### config.mk
export PLATFORM = sky130hd
export DESIGN_NAME = dmem_arbiter_flat
export DESIGN_NICKNAME = d
export VERILOG_FILES = /design/src/rtl/dmem_arb_pkg.sv /design/src/rtl/dmem_arbiter_if.sv /design/src/rtl/dmem_arb_rr_pick.sv /design/src/rtl/dmem_arbiter.sv /design/src/flat_wrapper.sv
export SDC_FILE = /design/constraint.sdc
export NUM_CORES = 1
export LEC_CHECK = 0
export CORE_AREA = 10 10 107 109
export DETAILED_ROUTE_END_ITERATION = 7
export DIE_AREA = 0 0 117 119
export PLACE_DENSITY = 0.8
export SLEW_MARGIN = 15
export SYNTH_ARGS = -nofsm -noshare
export SYNTH_HDL_FRONTEND = slang
export SYNTH_HIERARCHICAL = 1
export SYNTH_SLANG_ARGS = --single-unit
### constraint.sdc
create_clock -name clk -period 4.05 [get_ports clk]
set_input_delay 0.81 -clock clk [delete_from_list [all_inputs] [get_ports clk]]
set_output_delay 0.81 -clock clk [all_outputs]
set_load 0.02 [all_outputs]
### src/rtl/dmem_arb_pkg.sv
// Shared types and defaults for the two-port data-memory arbiter.
package dmem_arb_pkg;

    typedef enum logic [1:0] {
        IDLE = 2'd0,
        OWN0 = 2'd1,
        OWN1 = 2'd2
    } arb_state_t;

    typedef logic port_id_t;

    localparam int unsigned DEPTH_DEF     = 64;
    localparam int unsigned BURST_MAX_DEF = 4;

    function automatic port_id_t other_port(port_id_t p);
        return ~p;
    endfunction

    function automatic arb_state_t own_state(port_id_t p);
        return p ? OWN1 : OWN0;
    endfunction

endpackage

### src/rtl/dmem_arbiter_if.sv
// Bundle of both requester ports plus the memory-side bus of the data-memory arbiter.
interface dmem_arbiter_if #(
    parameter int unsigned AW = 32,
    parameter int unsigned DW = 32
);
    logic          req0;
    logic          req1;
    logic          we0;
    logic          we1;
    logic [AW-1:0] addr0;
    logic [AW-1:0] addr1;
    logic [DW-1:0] wdata0;
    logic [DW-1:0] wdata1;
    logic          ack0;
    logic          ack1;
    logic [DW-1:0] rdata0;
    logic [DW-1:0] rdata1;
    logic          err;
    logic [AW-1:0] mem_a;
    logic [DW-1:0] mem_wd;
    logic          mem_we;
    logic [DW-1:0] mem_rd;

    modport slave (
        input  req0, req1, we0, we1, addr0, addr1, wdata0, wdata1, mem_rd,
        output ack0, ack1, rdata0, rdata1, err, mem_a, mem_wd, mem_we
    );

    modport master (
        output req0, req1, we0, we1, addr0, addr1, wdata0, wdata1, mem_rd,
        input  ack0, ack1, rdata0, rdata1, err, mem_a, mem_wd, mem_we
    );

endinterface

### src/rtl/dmem_arb_rr_pick.sv
// Combinational round-robin pick between two requesters; rr_ptr breaks ties.
module dmem_arb_rr_pick
    import dmem_arb_pkg::*;
(
    input  logic     req0,
    input  logic     req1,
    input  port_id_t rr_ptr,
    output port_id_t winner,
    output logic     any_req
);

    always_comb begin
        any_req = req0 | req1;
        if (req0 && req1) begin
            winner = rr_ptr;
        end else if (req1) begin
            winner = 1'b1;
        end else begin
            winner = 1'b0;
        end
    end

endmodule

### src/rtl/dmem_arbiter.sv
// Two-port round-robin arbiter with bounded bursts in front of a 64x32 data memory.
// Optional range check enabled by defining DMEM_ARB_RANGE_CHK_EN.
module dmem_arbiter
    import dmem_arb_pkg::*;
#(
    parameter int unsigned AW        = 32,
    parameter int unsigned DW        = 32,
    parameter int unsigned DEPTH     = DEPTH_DEF,
    parameter int unsigned BURST_MAX = BURST_MAX_DEF
) (
    input  logic           clk,
    input  logic           rst,
    dmem_arbiter_if.slave  bus
);

    localparam int unsigned CntW = $clog2(BURST_MAX + 1);
    typedef logic [CntW-1:0] cnt_t;
    localparam cnt_t CntMax = cnt_t'(BURST_MAX);

    arb_state_t    state_q, state_d;
    port_id_t      rr_ptr_q, rr_ptr_d;
    cnt_t          beat_cnt_q, beat_cnt_d;
    cnt_t          cnt_inc;

    port_id_t      winner;
    logic          any_req;
    port_id_t      own;
    port_id_t      oth;
    logic          req_own;
    logic          req_oth;
    logic          we_own;
    logic [AW-1:0] addr_own;
    logic [DW-1:0] wdata_own;
    logic          beat;
    logic          oor;

    dmem_arb_rr_pick u_rr_pick (
        .req0    (bus.req0),
        .req1    (bus.req1),
        .rr_ptr  (rr_ptr_q),
        .winner  (winner),
        .any_req (any_req)
    );

    // Select the current owner's fields; the non-owner never reaches the memory.
    always_comb begin
        own       = (state_q == OWN1);
        oth       = other_port(own);
        req_own   = own ? bus.req1   : bus.req0;
        req_oth   = own ? bus.req0   : bus.req1;
        we_own    = own ? bus.we1    : bus.we0;
        addr_own  = own ? bus.addr1  : bus.addr0;
        wdata_own = own ? bus.wdata1 : bus.wdata0;
        beat      = (state_q != IDLE) && req_own;
    end

`ifdef DMEM_ARB_RANGE_CHK_EN
    assign oor     = addr_own >= AW'(DEPTH);
    assign bus.err = beat && oor;
`else
    assign oor     = 1'b0;
    assign bus.err = 1'b0;
`endif

    always_comb begin
        state_d    = state_q;
        rr_ptr_d   = rr_ptr_q;
        beat_cnt_d = beat_cnt_q;
        cnt_inc    = (beat_cnt_q == CntMax) ? CntMax : beat_cnt_q + cnt_t'(1);

        unique case (state_q)
            IDLE: begin
                if (any_req) begin
                    state_d    = own_state(winner);
                    beat_cnt_d = '0;
                end
            end
            OWN0, OWN1: begin
                if (req_own) begin
                    // Saturated count still equals CntMax, so a late requester rotates in at once.
                    if (cnt_inc == CntMax && req_oth) begin
                        state_d    = own_state(oth);
                        beat_cnt_d = '0;
                        rr_ptr_d   = oth;
                    end else begin
                        beat_cnt_d = cnt_inc;
                    end
                end else begin
                    rr_ptr_d   = oth;
                    beat_cnt_d = '0;
                    state_d    = req_oth ? own_state(oth) : IDLE;
                end
            end
            default: state_d = IDLE;
        endcase
    end

    always_comb begin
        bus.mem_a  = beat ? addr_own  : '0;
        bus.mem_wd = beat ? wdata_own : '0;
        bus.mem_we = beat && we_own && !oor;
        bus.ack0   = beat && !own;
        bus.ack1   = beat && own;
        bus.rdata0 = (bus.ack0 && !oor) ? bus.mem_rd : '0;
        bus.rdata1 = (bus.ack1 && !oor) ? bus.mem_rd : '0;
    end

    always_ff @(posedge clk or negedge rst) begin
        if (!rst) begin
            state_q    <= IDLE;
            rr_ptr_q   <= 1'b0;
            beat_cnt_q <= '0;
        end else begin
            state_q    <= state_d;
            rr_ptr_q   <= rr_ptr_d;
            beat_cnt_q <= beat_cnt_d;
        end
    end

endmodule

### src/flat_wrapper.sv
// flat-port wrapper written by rule: the top's interface ports become plain ports
module dmem_arbiter_flat import dmem_arb_pkg::*;
#(
    parameter int unsigned AW        = 32,
    parameter int unsigned DW        = 32,
    parameter int unsigned DEPTH     = DEPTH_DEF,
    parameter int unsigned BURST_MAX = BURST_MAX_DEF
)
  (clk, rst, bus_req0, bus_req1, bus_we0, bus_we1, bus_addr0, bus_addr1, bus_wdata0, bus_wdata1, bus_mem_rd, bus_ack0, bus_ack1, bus_rdata0, bus_rdata1, bus_err, bus_mem_a, bus_mem_wd, bus_mem_we);
  dmem_arbiter_if #(.AW(AW), .DW(DW)) bus_i ();
  input  logic clk;
  input  logic rst;
  input wire logic [$bits(bus_i.req0)-1:0] bus_req0;
  input wire logic [$bits(bus_i.req1)-1:0] bus_req1;
  input wire logic [$bits(bus_i.we0)-1:0] bus_we0;
  input wire logic [$bits(bus_i.we1)-1:0] bus_we1;
  input wire logic [$bits(bus_i.addr0)-1:0] bus_addr0;
  input wire logic [$bits(bus_i.addr1)-1:0] bus_addr1;
  input wire logic [$bits(bus_i.wdata0)-1:0] bus_wdata0;
  input wire logic [$bits(bus_i.wdata1)-1:0] bus_wdata1;
  input wire logic [$bits(bus_i.mem_rd)-1:0] bus_mem_rd;
  output wire logic [$bits(bus_i.ack0)-1:0] bus_ack0;
  output wire logic [$bits(bus_i.ack1)-1:0] bus_ack1;
  output wire logic [$bits(bus_i.rdata0)-1:0] bus_rdata0;
  output wire logic [$bits(bus_i.rdata1)-1:0] bus_rdata1;
  output wire logic [$bits(bus_i.err)-1:0] bus_err;
  output wire logic [$bits(bus_i.mem_a)-1:0] bus_mem_a;
  output wire logic [$bits(bus_i.mem_wd)-1:0] bus_mem_wd;
  output wire logic [$bits(bus_i.mem_we)-1:0] bus_mem_we;
  assign bus_i.req0 = bus_req0;
  assign bus_i.req1 = bus_req1;
  assign bus_i.we0 = bus_we0;
  assign bus_i.we1 = bus_we1;
  assign bus_i.addr0 = bus_addr0;
  assign bus_i.addr1 = bus_addr1;
  assign bus_i.wdata0 = bus_wdata0;
  assign bus_i.wdata1 = bus_wdata1;
  assign bus_i.mem_rd = bus_mem_rd;
  assign bus_ack0 = bus_i.ack0;
  assign bus_ack1 = bus_i.ack1;
  assign bus_rdata0 = bus_i.rdata0;
  assign bus_rdata1 = bus_i.rdata1;
  assign bus_err = bus_i.err;
  assign bus_mem_a = bus_i.mem_a;
  assign bus_mem_wd = bus_i.mem_wd;
  assign bus_mem_we = bus_i.mem_we;
  dmem_arbiter #(.AW(AW), .DW(DW), .DEPTH(DEPTH), .BURST_MAX(BURST_MAX)) u_core (.clk(clk), .rst(rst), .bus(bus_i));
endmodule
-- Yosys cells after proc, flatten, opt, wreduce, memory -nomap -nowiden
Cells that the tools add are included.
- input bits: 166
- output and inout bits: 132
- register bits: 6
- word-level logic and storage cells: 52
- reduce and logical (&&, ||, !) cells: 14
- equality and inequality tests: 7
- $add $sub $neg: 1
- bitwise logic cells: 2
- multiplexer cells: 25
- operators by type and width (cell ; number):
    2-to-1 mux 32 bit ; 6
    2-to-1 mux 2 bit ; 6
    2-to-1 mux 3 bit ; 4
    2-to-1 mux 1 bit ; 7
    equality test 3 bit, second input constant ; 2
    logical AND 1 bit ; 6
    one-hot mux 3 bit (2 select lines) ; 1
    AND reduction 2 bit ; 3
    one-hot mux 2 bit (2 select lines) ; 1
    nonzero test 2 bit ; 2
    adder 3 x 1 -> 3 bit, second input constant ; 1
    != test 3 bit, second input constant ; 1
    equality test 2 x 1 -> 1 bit, second input constant ; 1
    equality test 2 bit, second input constant ; 1
    logical NOT 2 bit ; 1
    != test 2 x 1 -> 1 bit, second input constant ; 1
    != test 2 bit, second input constant ; 1
    OR reduction 2 bit ; 1
    logical NOT 1 bit ; 1
    inverter 1 bit ; 1
    OR 1 bit ; 1

-- Longest topological paths before layout
Gate-level depths: netlist of run 1.
- depth after elaboration: 7
- mapped depth: 7
- depth with buffers taken out: 6

-- By module
Netlist of run 1, hierarchy kept.
- by module, submodules not included (module ; instances ; seq. area each (µm²) ; cells an instance ; area each (µm²)):
    dmem_arbiter ; 1 ; 150.1 ; 201 ; 1510.2
    dmem_arb_rr_pick ; 1 ; 0.0 ; 3 ; 17.5

-- Worst setup path after synthesis of run 1
Ideal clock, no wire load.
- kind: in2out
- start point: input port bus_req1
- end point: output port bus_rdata1[20]
- required time: 3240 ps
- path slack: 1455 ps
- arrival time: 1785 ps
- path buffers: 1
- stages on the path: 4
- path through: nand2_1 -> nor2_1 -> clkbuf_1 -> and2_1
- longest elaborated chain between the ends: 4
- RTL lines (item ; line ; text):
    from (decl) ; flat_wrapper.sv:14 ; input wire logic [$bits(bus_i.req1)-1:0] bus_req1;
    2-to-1 mux 1 bit ; dmem_arbiter.sv:49 ; req_own = own ? bus.req1 : bus.req0;
    logical AND 1 bit ; dmem_arbiter.sv:54 ; beat = (state_q != IDLE) && req_own;
    logical AND 1 bit ; dmem_arbiter.sv:103 ; bus.ack1 = beat && own;
    via bus_ack1 ; flat_wrapper.sv:23 ; output wire logic [$bits(bus_i.ack1)-1:0] bus_ack1;
    2-to-1 mux 32 bit ; dmem_arbiter.sv:105 ; bus.rdata1 = (bus.ack1 && !oor) ? bus.mem_rd : '0;
    to (decl) ; flat_wrapper.sv:25 ; output wire logic [$bits(bus_i.rdata1)-1:0] bus_rdata1;
The timed path passes the listed nets, and every way through them passes these cells.

-- Worst setup path after layout of run 1
- start point: input port bus_req0
- end point: output port bus_mem_a[4]
- longest elaborated chain between the ends: 3
- RTL lines (item ; line ; text):
    from (decl) ; flat_wrapper.sv:13 ; input wire logic [$bits(bus_i.req0)-1:0] bus_req0;
    2-to-1 mux 1 bit ; dmem_arbiter.sv:49 ;
    logical AND 1 bit ; dmem_arbiter.sv:54 ;
    2-to-1 mux 32 bit ; dmem_arbiter.sv:99 ; bus.mem_a = beat ? addr_own : '0;
    to (decl) ; flat_wrapper.sv:27 ; output wire logic [$bits(bus_i.mem_a)-1:0] bus_mem_a;
Every way passes these cells.

==> results.toml, run 1 <==
[clock_network]
clk_pin_slew_ns = 0.04
cts_hold_buf = 0
post_cts_buffers = 0
cts-root-buf = "clkbuf_8"
htree_levels = 1
cts_tree = "done"
clk_latency_ns = 0.22
postCtsResizedCells = 0
numCtsBuffers = 3
cts.sinks = 6
cts_max_path_buffers = 2

[worst_setup_path]
r2r-start = "u_core/beat_cnt_q[0]$_DFFE_PN0P_"
crit_required_ns = 3.24
r2r-end = "u_core/state_q[1]$_DFFE_PN0P_"
critPathSlowestCell = "clkdlybuf4s50_1"
worst-r2r-cell-count = 5
start_kind = "input pin"
path_cells = "clkdlybuf4s50_1 > nand2b_1 > nor2_4 > buf_4 > a22o_1 > clkdlybuf4s50_1"
critPathTopFamily = "buffers and inverters"
critPathBufInv = 3
worstPathArrival_ns = 2.84
path_class = "input pin to output pin"
max_stage_delay_ns = 0.61
critPathMostFrequentCell = "clkdlybuf4s50_1"
critPathMaxFanout = 44
endpoint_kind = "output pin"
reg2reg_slack_ns = 2.06

[yosys]
yosys.area_share.simple_pct = 31.4
yosys.area_share.xor_xnor_pct = 0
synth_cell_types = 32
syn_nets = 375
synth_top_area_share_pct = 37.3
dominantRegCellSynth = "dfrtp_1"
muxShareOfSynthArea_pct = 2.13
async_flop_share_pct = 100
synth_top_family_by_area = "compound AO/OA/AOI/OAI gates"
synth_edf_count = 0
syn_area_um2 = 1530
yosysSeqAreaShare_pct = 9.83
synth_compound_area_share_pct = 44.2
synth_warnings = 6
ys_ff_latch = 6
yosys-top-cells-area = "a22o_1 (37%), and2_1 (26%), dfrtp_1 (9.8%)"
synth_adder_area_share_pct = 4.10
yosysTopAreaCell = "a22o_1"
netlist_instances = 204
syn_area_per_cell_um2 = 7.49

[pwr]
seqPwrFrac_pct = 4.8
internal_power_w = 0.00107
power.density_nw_per_um2 = 438
clockPowerShare_pct = 4.3
pwr-share-comb_pct = 90.9
ir_drop_v = 0.000243
p_leak_nw = 1.80
p_switching_w = 0.000963
switching_share_pct = 47.3

[grt]
track_usage_pct = 15.9
antenna_found_initial = 0
grt_pass1_vias = 2769
grt_max_degree = 55
overflow = 0
grt_pass1_wl_um = 17200

[place]
dpl_cell_area_um2 = 4610
dp_hpwl_um = 11000
gp_congestion = 0.923
port_buffers = 296

[floorplanning]
die_area_um2 = 13900
core_area_um2 = 9460
die_h_um = 119
num_io_pins = 298
initial_core_util_pct = 16.2
fp-row-count = 36
die_x_um = 117

[timing]
rsz0062_at_grt = "no"
fin_crit_sh_pct = 90.0
setup_viol_count_final = 0
fmax_mhz = 274
slew_violations = 0
timing_hold_violations_final = 0
tns_ns = 0
period_minus_slack_ns = 3.65
finClkSkew_ns = 0.00324

[drt]
met2WireLength_um = 6440
drt-met1-wl_um = 4250
drt_iter0_drc = 154
wl_per_cell_um = 20.5
wl_um = 12300
routed.top_layer = "met4"
first_pass_iters = 4
vias = 2681
ant_nets = 0
route.met3.wl_um = 1350
drc_errors = 0
routed_via_density = 4.47

[min_path]
worstHoldPathCells = 1
holdCritStartpoint = "u_core/state_q[0]$_DFFE_PN0P_"
hold_class = "register to register"
hold_end = "u_core/state_q[0]$_DFFE_PN0P_"

[final_layout]
layout-drive-gt1-share_pct = 2.26
utilization_pct = 49.2
diodes = 0
area_growth_pct = 204
nNetsFinal = 659
design_area_um2 = 4650

[outcome]
outcome = "finished clean"

[job]
drv_cap = 0
metrics by stage:
step                      power (W)  hold WS, ns  cells  worst slack (ns)
after floorplan             0.00104        0.488    204              1.45
after global placement      0.00193        0.508    597             0.432
after detailed placement    0.00196        0.509    597             0.388
after CTS                   0.00206        0.517    600             0.382
after global routing        0.00215        0.549    600             0.261
final                       0.00204        0.513    600             0.403
cell usage after synthesis, types with 2 or more instances:
| master | count |
|---|---|
| a22o_1 | 65 |
| and2_1 | 64 |
| clkbuf_1 | 12 |
| buf_2 | 8 |
| inv_1 | 8 |
| dfrtp_1 | 6 |
| ha_1 | 5 |
| nand2_1 | 4 |
| nor2_1 | 4 |
| a21oi_1 | 3 |
| o21ai_0 | 3 |
| mux2_1 | 2 |
worst reg2reg max path, stage by stage, from the launching register on:
cell	delay [ns]
dfrtp_1	0.39
ha_1	0.25
a21bo_2	0.22
a2111o_1	0.48
a21oi_2	0.19
mux2_1	0.34
routing by layer:
| metal | GRT usage (%) | up-vias |
|---|---|---|
| li1 | - | 1317 |
| met1 | 14.9 | 1167 |
| met2 | 30.8 | 179 |
| met3 | 5.97 | 18 |
| met4 | 4.25 | 0 |
| met5 | 0 | - |
worst max-delay path by stage:
stage	slack (ns)	start	to	cells past startpoint
floorplan	1.45	bus_req1	bus_rdata1[20]	4
finish	0.40	bus_req0	bus_mem_a[4]	6
CTS	0.38	bus_req0	bus_mem_wd[24]	6
global placement	0.43	bus_req1	bus_mem_wd[24]	6
detailed placement	0.39	bus_req0	bus_mem_a[17]	6
global route	0.26	bus_req0	bus_mem_wd[24]	6
flip-flops by register name, summed over array words and instances (netlist names):
| signal | count |
|---|---|
| u_core/beat_cnt_q | 3 |
| u_core/state_q | 2 |
| u_core/rr_ptr_q | 1 |
final cells by class:
type | instances | area (µm²)
Multi-Input combinational cell | 169 | 1270
Timing Repair Buffer | 300 | 3020
Sequential cell | 6 | 150
Tap cell | 114 | 143
Fill cell | 888 | 4810
Clock buffer | 3 | 41.3
Inverter | 8 | 30.0
cells in the final DEF, fill, tap and decap left out, drive strengths merged:
cell type and instances:
clkdlybuf4s50 296, a22o 65, and2 64, inv 8, dfrtp 6, ha 5
nor2 5, nand2 4, a21oi 4, buf 4, clkbuf 3, o21ai 3
mux2 2, a21boi 2, nand2b 1, or3 1, nand3b 1, a21bo 1
mux2i 1, a2111o 1, nor2b 1, a211o 1, a31oi 1, o211ai 1
o32ai 1, nand3 1, nand4 1, conb 1, or2 1
power by group through the flow:
stage          registers (W)  clock network, W  logic [W]
2_1_floorplan      0.0000928                 0   0.000946
3_3_place_gp       0.0000948                 0    0.00184
3_5_place_dp       0.0000979                 0    0.00187
4_1_cts            0.0000971         0.0000903    0.00188
5_1_grt            0.0000999         0.0000934    0.00196
6_report           0.0000972         0.0000876    0.00185
cells by family after synthesis:
family | Yosys count
AOI/OAI and AO/OA | 80
adders and majority gates | 5
buffers and inverters | 29
DFF | 6
muxes | 3
other | 1
and+or+nand+nor | 80
Power figures use the tool's default switching activity.
==> inputs of run 2 (changes only) <==
GPL_TIMING_DRIVEN = 1   (was not set)
HOLD_SLACK_MARGIN = 0.08   (was not set)
==> results of run 2 <==
Final layout, timing and power as in run 1 (identical DEF).
==> inputs of run 3 (changes only) <==
SLEW_MARGIN = 25   (was 15)
==> results of run 3 <==
Final layout, timing and power as in run 1 (identical DEF).
